<file path="config.mk">
export PLATFORM = sky130hd
export DESIGN_NAME = seq_detect_ctrl
export DESIGN_NICKNAME = d
export VERILOG_FILES = /design/src/rtl/seq_det_pkg.sv /design/src/rtl/seq_window_match.sv /design/src/rtl/seq_detect_ctrl.sv
export SDC_FILE = /design/constraint.sdc
export NUM_CORES = 1
export LEC_CHECK = 0
export ABC_AREA = 0
export BUFFER_PORTS_ARGS = -buffer_cell sky130_fd_sc_hd__buf_2
export CAP_MARGIN = 25
export CELL_PAD_IN_SITES_DETAIL_PLACEMENT = 1
export CELL_PAD_IN_SITES_GLOBAL_PLACEMENT = 2
export CORE_MARGIN = 8
export CORE_UTILIZATION = 37
export DETAILED_ROUTE_END_ITERATION = 16
export PLACE_DENSITY_LB_ADDON = 0.1
export SYNTH_ARGS = -nofsm -noshare
export SYNTH_HDL_FRONTEND = slang
export SYNTH_SLANG_ARGS = --single-unit
</file>
<file path="constraint.sdc">
create_clock -name clk -period 6.4 [get_ports clk]
set_input_delay 1.92 -clock clk [delete_from_list [all_inputs] [get_ports clk]]
set_output_delay 1.92 -clock clk [all_outputs]
set_load 0.005 [all_outputs]
</file>
<file path="src/rtl/seq_det_pkg.sv">
// Shared constants for the serial-pattern detector: FSM encodings,
// the power-up pattern and a helper sizing the fill counter.
package seq_det_pkg;

  localparam logic [1:0] ST_IDLE  = 2'd0;
  localparam logic [1:0] ST_ARMED = 2'd1;
  localparam logic [1:0] ST_DONE  = 2'd2;

  localparam logic [4:0] RST_PAT_DEFAULT = 5'b10001;

  // Fill counts 0..pat_w inclusive, so it needs room for pat_w+1 values.
  function automatic int fill_w(input int pat_w);
    return $clog2(pat_w + 1);
  endfunction

endpackage

</file>
<file path="src/rtl/seq_window_match.sv">
// Shift window, fill counter and pattern compare. The hit output is
// combinational and reflects the window as it will be after the current beat.
module seq_window_match
  import seq_det_pkg::*;
#(
  parameter int PAT_W = 5
) (
  input  logic             clk,
  input  logic             rst,
  input  logic             clear,
  input  logic             beat,
  input  logic             bit_in,
  input  logic             overlap,
  input  logic [PAT_W-1:0] pattern,
  output logic             hit
);

  localparam int FW = fill_w(PAT_W);
  localparam logic [FW-1:0] FILL_FULL = FW'(PAT_W);

  logic [PAT_W-1:0] window_reg;
  logic [PAT_W-1:0] window_next;
  logic [FW-1:0]    fill_reg;
  logic [FW-1:0]    fill_next;

  // Post-beat window/fill and the hit decision taken on them.
  always_comb begin
    window_next = (window_reg << 1) | {{(PAT_W-1){1'b0}}, bit_in};
    fill_next   = (fill_reg == FILL_FULL) ? fill_reg : fill_reg + 1'b1;
    hit         = beat && (fill_next == FILL_FULL) && (window_next == pattern);
  end

  // Window/fill state; a non-overlapping hit restarts the fill so the
  // next hit must be built entirely from fresh bits.
  always_ff @(posedge clk or negedge rst) begin
    if (!rst) begin
      window_reg <= '0;
      fill_reg   <= '0;
    end else if (clear) begin
      window_reg <= '0;
      fill_reg   <= '0;
    end else if (beat) begin
      window_reg <= window_next;
      fill_reg   <= (hit && !overlap) ? '0 : fill_next;
    end
  end

endmodule

</file>
<file path="src/rtl/seq_detect_ctrl.sv">
// Run controller for the programmable serial-pattern detector: config
// registers, IDLE/ARMED/DONE sequencing, saturating hit counter and the
// registered match pulse.
module seq_detect_ctrl
  import seq_det_pkg::*;
#(
  parameter int               PAT_W   = 5,
  parameter int               CNT_W   = 8,
  parameter int               OVERLAP = 0,
  parameter logic [PAT_W-1:0] RST_PAT = PAT_W'(RST_PAT_DEFAULT)
) (
  input  logic             clk,
  input  logic             rst,
  input  logic             cfg_valid,
  output logic             cfg_ready,
  input  logic [PAT_W-1:0] cfg_pattern,
  input  logic [CNT_W-1:0] cfg_target,
  input  logic             start,
  input  logic             abort,
  input  logic             bit_valid,
  output logic             bit_ready,
  input  logic             bit_in,
  output logic             match,
  output logic [CNT_W-1:0] hit_count,
  output logic             busy,
  output logic             done
);

  logic [1:0]       state_reg;
  logic [1:0]       state_next;
  logic [PAT_W-1:0] pattern_reg;
  logic [CNT_W-1:0] target_reg;
  logic [CNT_W-1:0] count_reg;
  logic [CNT_W-1:0] count_inc;
  logic             match_reg;
  logic             beat;
  logic             clear;
  logic             hit;
  logic             cfg_take;
  logic             reach;

  // Status outputs are pure state decodes; match is the only registered pulse.
  assign cfg_ready = (state_reg == ST_IDLE);
  assign bit_ready = (state_reg == ST_ARMED);
  assign busy      = (state_reg == ST_ARMED);
  assign done      = (state_reg == ST_DONE);
  assign match     = match_reg;
  assign hit_count = count_reg;

  // Abort outranks everything: it kills the beat (so any hit is dropped),
  // the config write and the start.
  assign beat     = bit_valid && bit_ready && !abort;
  assign cfg_take = (state_reg == ST_IDLE) && cfg_valid && !abort;
  assign clear    = !abort && start &&
                    (((state_reg == ST_IDLE) && !cfg_valid) || (state_reg == ST_DONE));

  seq_window_match #(
    .PAT_W(PAT_W)
  ) u_window (
    .clk    (clk),
    .rst    (rst),
    .clear  (clear),
    .beat   (beat),
    .bit_in (bit_in),
    .overlap(OVERLAP != 0),
    .pattern(pattern_reg),
    .hit    (hit)
  );

  // Saturating increment and target detection for the hit on this edge.
  always_comb begin
    count_inc = (&count_reg) ? count_reg : count_reg + 1'b1;
    reach     = hit && (target_reg != '0) && (count_inc == target_reg);
  end

  // Next-state selection for the run FSM.
  always_comb begin
    state_next = state_reg;
    if (abort) begin
      state_next = ST_IDLE;
    end else begin
      case (state_reg)
        ST_IDLE:  if (!cfg_valid && start) state_next = ST_ARMED;
        ST_ARMED: if (reach) state_next = ST_DONE;
        ST_DONE:  if (start) state_next = ST_ARMED;
        default:  state_next = ST_IDLE;
      endcase
    end
  end

  // State, configuration, hit counter and match pulse registers.
  always_ff @(posedge clk or negedge rst) begin
    if (!rst) begin
      state_reg   <= ST_IDLE;
      pattern_reg <= RST_PAT;
      target_reg  <= CNT_W'(1);
      count_reg   <= '0;
      match_reg   <= 1'b0;
    end else begin
      state_reg <= state_next;
      match_reg <= hit;
      if (cfg_take) begin
        pattern_reg <= cfg_pattern;
        target_reg  <= cfg_target;
      end
      if (clear) begin
        count_reg <= '0;
      end else if (hit) begin
        count_reg <= count_inc;
      end
    end
  end

endmodule
</file>
# Yosys cells after proc, flatten, opt, wreduce, memory -nomap -nowiden
# Cells that the tools add are included.
[word_totals]
output_inout_bits = 13
inputBits = 20
elab_cells = 54
reg_bits = 31
[op_classes]
eq_ne = 9
n_addsub = 2
bitwise = 1
reduce_logical = 21
n_mux = 14
[op_table]
columns = ["operator", "n"]
rows = [
  ["2-to-1 mux 8 bit", 3],
  ["logical AND 1 bit", 12],
  ["2-to-1 mux 3 bit", 4],
  ["adder 8 x 1 -> 8 bit, second input constant", 1],
  ["equality test 8 bit", 1],
  ["2-to-1 mux 2 bit", 4],
  ["2-to-1 mux 4 bit", 2],
  ["AND reduction 8 bit", 1],
  ["nonzero test 8 bit", 1],
  ["equality test 3 bit, second input constant", 2],
  ["case mux 2 bit (3 select lines)", 1],
  ["equality test 5 bit", 1],
  ["OR 5 x 1 -> 5 bit", 1],
  ["nonzero test 2 bit", 2],
  ["adder 3 x 1 -> 3 bit, second input constant", 1],
  ["!= test 3 x 1 -> 1 bit, second input constant", 1],
  ["!= test 3 x 2 -> 1 bit, second input constant", 1],
  ["!= test 3 bit, second input constant", 1],
  ["AND reduction 3 bit", 1],
  ["equality test 2 x 1 -> 1 bit, second input constant", 1],
  ["equality test 2 bit, second input constant", 1],
  ["logical NOT 1 bit", 2],
  ["logical NOT 2 bit", 1],
  ["logical OR 1 bit", 1],
]

# Logic depth before layout (Yosys ltp)
[depth]
depth_word = 10
depth_mapped = 8
depth_no_buf = 7

# Cells and area by module
# A second synthesis with hierarchy kept.
[unflattened]
hier_cells = 183
hier_area_um2 = 1868.0
[modules_own_cells]
columns = ["module", "seq_area_each_um2", "area_per_inst_um2", "n_inst", "cells_per_inst"]
rows = [
  ["seq_detect_ctrl", 604.3, 1415.1, 1, 140],
  ["seq_window_match", 175.2, 452.9, 1, 43],
]

# Worst setup path after synthesis
# OpenSTA, ideal clock, no wires.
[synth_path]
path_type = "input to register"
from = "input bit_in"
to = "register state_reg[1]"
arrival_ns = 3.785
required_ns = 6.306
stages = 6
path_buffers = 0
slack_ns = 2.521
setup_time_ns = 0.094
path_cell_list = "xor2_1 -> nor4_2 -> nand4_4 -> or4_1 -> or4b_1 -> a211oi_1"
[synth_between]
elab_chain_len = 7
[synth_lines]
columns = ["element", "line", "rtl"]
rows = [
  ["start: declaration", "seq_detect_ctrl.sv:22", "input logic bit_in,"],
  ["OR 5 x 1 -> 5 bit", "seq_window_match.sv:28", "window_next = (window_reg << 1) | {{(PAT_W-1){1'b0}}, bit_in};"],
  ["equality test 5 bit", "seq_window_match.sv:30", "hit = beat && (fill_next == FILL_FULL) && (window_next == pattern);"],
  ["logical AND 1 bit", "seq_window_match.sv:30", ""],
  ["logical AND 1 bit (2 in series)", "seq_detect_ctrl.sv:73", "reach = hit && (target_reg != '0) && (count_inc == target_reg);"],
  ["!= test 3 x 2 -> 1 bit (no line)", "-", ""],
  ["AND reduction 3 bit (no line)", "-", ""],
  ["end signal: assignment", "seq_detect_ctrl.sv:100", "state_reg <= state_next;"],
  ["end: declaration", "seq_detect_ctrl.sv:29", "logic [1:0] state_reg;"],
]
# Every way passes these cells.
# A chain may end at the register's enable or synchronous reset.

# Worst setup path in the final report
[layout_path]
from = "input abort"
to = "register state_reg[1]"
[layout_between]
elab_chain_len = 8
elab_cells_between_ends = 11
cone_classes = "eq/ne (3); mux (1); reduce/logical (7)"
[layout_lines]
columns = ["element", "line", "rtl"]
rows = [
  ["start: declaration", "seq_detect_ctrl.sv:19", "input logic abort,"],
  ["logical NOT 1 bit", "seq_detect_ctrl.sv:52", "assign beat = bit_valid && bit_ready && !abort;"],
  ["logical AND 1 bit", "seq_detect_ctrl.sv:52", ""],
  ["logical AND 1 bit (2 in series)", "seq_window_match.sv:30", ""],
  ["logical AND 1 bit (2 in series)", "seq_detect_ctrl.sv:73", ""],
  ["!= test 3 x 2 -> 1 bit (no line)", "-", ""],
  ["AND reduction 3 bit (no line)", "-", ""],
]
# Parallel ways exist; a longest one is shown, timed or not.

==> flow_summary.toml <==
[floorplanning]
design.die.area_um2 = 7320
floorplan.die.width_um = 85.6
design.portCount = 33
area_of_the_core_region_um2 = 4690
die_h_um = 85.6
core.rowCount = 25
floorplan.initialDensity_pct = 38.2

[critical_path]
critical_path_class = "input pin to flop"
crit_slowest_cell = "sky130_fd_sc_hd__or4_1"
timing.critical_path.slowest_cell_delay_ns = 0.55
worst_r2r_startpoint = "state_reg[0]"
required_ns = 6.58
worst-path-max-fanout = 9
critPathArrivalTime_ns = 4.18
crit_path_end_kind = "flop"
worst-r2r-setup-slack_ns = 3.65
reg2regPathDepth = 6
crit-reg2reg-capture = "state_reg[1]"
crit_path_cell_trace = "buf_2 -> nor3b_2 -> and2_1 -> nand4_4 -> or4_1 -> or4b_1 -> a211oi_1"
start_kind = "input pin"

[route]
postRouteAntennaNets = 0
first_pass_iters = 4
viasPerCell = 5.68
detail_route.iter0.violations = 46
drt-total-wl_um = 5050
drt_drc_violations_left = 0
dr_total_vias = 1540
wl_per_cell_um = 18.6

[yosys]
library_cell_with_the_highest_instance_count_after_synthesis = "sky130_fd_sc_hd__dfrtp_1"
synth_async_sr_flop_share_pct = 100
syn-cell-area_um2 = 1790
syn_nets = 208
ys_ff_latch = 31
synth_flop_cell = "sky130_fd_sc_hd__dfrtp_1"
number_of_unique_standard_cell_types_used_by_synthesis = 45
syn_warnings = 0
syn-mean-instance-area_um2 = 9.68
synth_top_area_share_pct = 39.1
top_post_synthesis_cells_by_area = "sky130_fd_sc_hd__dfrtp_1, sky130_fd_sc_hd__mux2_2, sky130_fd_sc_hd__dfstp_2"
synth_edf_count = 0
yosys.area.top_type = "sky130_fd_sc_hd__dfrtp_1"
synth_cells = 185
post_synth_most_frequent_cells = "sky130_fd_sc_hd__dfrtp_1, sky130_fd_sc_hd__nand2_1, sky130_fd_sc_hd__mux2_2, sky130_fd_sc_hd__nor2_1, sky130_fd_sc_hd__a21oi_1"
sequential_share_of_the_synthesized_area_pct = 43.5

[power]
pwr_cell_area_nw_per_um2 = 251
finalPower_mw = 0.530
ir_drop_worst_vdd_v = 0.0000837
power.leakage_nw = 0.960

[cells_and_area]
layout-area-overhead-vs-synth_pct = 18.1
multi_input_comb_area_um2 = 946
area.sequential_um2 = 779
num_antenna_cells = 0
design.final.nets = 239
layout.filler_cells = 537
utilization_pct = 45.1
share_of_post_route_cells_with_drive_strength_above_1_pct = 29.0

[timing]
fin_setup_tns_ns = 0
clock_skew_ns = 0.00815
final.period_utilization_pct = 62.5
tightestPinTransition_ns = 0.713
number_of_setup_violations_in_the_final_report = 0
hold_viol_final = 0
fin_crit_ns = 4.00
grt_setup_unrepaired = "no"
finalMaxSlewViolations = 0
timing.fmax_mhz = 250
slew_headroom_pct = 52.5

[global_route]
grt_pass1_vias = 1677
global_route_wire_length_before_repair_um = 8400
grt_start_max_net_pins = 32
grt.overflow.total = 0
grtUsageTotal_pct = 14.2
antenna_violations_before_repair = 0

[clocking]
cts_sinks = 31
tritoncts = "done"
h-tree-depth = 2
cts_hold_buffers = 0
reg_clk_slew_reported_paths_ns = 0.07
postCtsSetupRepairBufs = 0
cts_inserted_buffers = 5
clock_path_buffers = 2
clk_latency_worst_skew_pair_ns = 0.28
ctsRootBufferMaster = "sky130_fd_sc_hd__clkbuf_8"
cts-resized-gates = 0

[worst_hold_path]
min-delay-path-class = "flop to flop"
worstHoldStart = "pattern_reg[1]"
hold_path_end = "pattern_reg[1]"
whs_path_depth = 1

[job]
timing.max_cap.violations = 0

[placement]
io_buffers = 32
dpl.hpwl_um = 3930
routability_congestion_estimate = 0.811

[status]
run_status = "finished, final reports clean"
cell usage in the layout (no fill, tap or decap), types with 2 or more instances in the layout:
cell type,n
sky130_fd_sc_hd__a211oi_1,5
sky130_fd_sc_hd__and2_1,3
sky130_fd_sc_hd__nor3_1,3
sky130_fd_sc_hd__nand4_1,4
sky130_fd_sc_hd__inv_1,8
sky130_fd_sc_hd__and4b_1,2
sky130_fd_sc_hd__nor2b_1,2
sky130_fd_sc_hd__a21o_1,2
sky130_fd_sc_hd__buf_2,32
sky130_fd_sc_hd__o21ai_0,8
sky130_fd_sc_hd__dfrtp_1,28
sky130_fd_sc_hd__nand3_1,6
sky130_fd_sc_hd__buf_4,2
sky130_fd_sc_hd__and4_1,2
sky130_fd_sc_hd__a21oi_1,11
sky130_fd_sc_hd__mux2_2,13
sky130_fd_sc_hd__clkbuf_8,6
sky130_fd_sc_hd__a31oi_1,3
sky130_fd_sc_hd__a311oi_1,2
sky130_fd_sc_hd__xor2_1,6
sky130_fd_sc_hd__ha_1,3
sky130_fd_sc_hd__xnor2_1,4
sky130_fd_sc_hd__dfstp_2,3
sky130_fd_sc_hd__and3_1,3
sky130_fd_sc_hd__nand2_1,18
sky130_fd_sc_hd__nand2b_1,2
sky130_fd_sc_hd__nor2_1,13
sky130_fd_sc_hd__nor4_1,4
logic make-up (layout without fill, tap and decap cells):
| logic type | after synthesis | after routing | synth area share, % |
|---|---|---|---|
| adders and majority gates | 3 | 3 | 2.10 |
| xor gates and xnor gates | 10 | 10 | 4.89 |
| buffers and inverters | 18 | 50 | 4.40 |
| AOI/OAI and AO/OA | 40 | 40 | 14.6 |
| and+or+nand+nor | 69 | 69 | 21.8 |
| muxes | 14 | 14 | 8.73 |
| DFF | 31 | 31 | 43.5 |
how the worst max path moves through the flow:
stage | start | to | slack [ns] | cells past startpoint
after floorplan | bit_in | state_reg[1] | 2.52 | 6
after global placement | abort | state_reg[1] | 2.19 | 7
after detailed placement | abort | state_reg[1] | 2.05 | 7
after CTS | abort | state_reg[1] | 2.35 | 7
after global routing | abort | state_reg[1] | 2.23 | 7
final | abort | state_reg[1] | 2.40 | 7
critical path: cells and delay by family:
| kind | cells | cell delay [ns] |
|---|---|---|
| buffers and inverters | 1 | 0.13 |
| AOI/OAI and AO/OA | 1 | 0.27 |
| and+or+nand+nor | 5 | 1.84 |
stage by stage:
step           setup WS [ns]  area, um2  instances  hold slack (ns)
2_1_floorplan           2.52       1790        185            0.486
3_3_place_gp            2.19       2000        263            0.523
3_5_place_dp            2.05       2000        263            0.539
4_1_cts                 2.35       2120        271            0.556
5_1_grt                 2.23       2120        271            0.561
6_report                2.40       2120        271            0.546
layer usage:
metal	wire [um]	vias to the layer above	GRT usage [%]
li1	-	732	-
met1	2270	787	17.4
met2	2610	19	24.6
met3	150	2	3.06
met4	17	0	3.50
met5	0	-	0
final cells by class:
class / count / share of cell area, %
tap: 54 / 3.19
inverter: 8 / 1.42
multi-input combinational: 136 / 44.7
timing repair buffer: 34 / 8.28
clock buffer: 6 / 3.90
clock inverter: 2 / 1.66
sequential: 31 / 36.8
power by group:
group,internal [mW],total [mW],switching [mW]
clock network,0.126,0.202,0.0762
registers,0.221,0.248,0.0264
logic,0.0422,0.0803,0.0380
total,0.390,0.530,0.141
No activity file was read; power rests on OpenSTA's default activity.
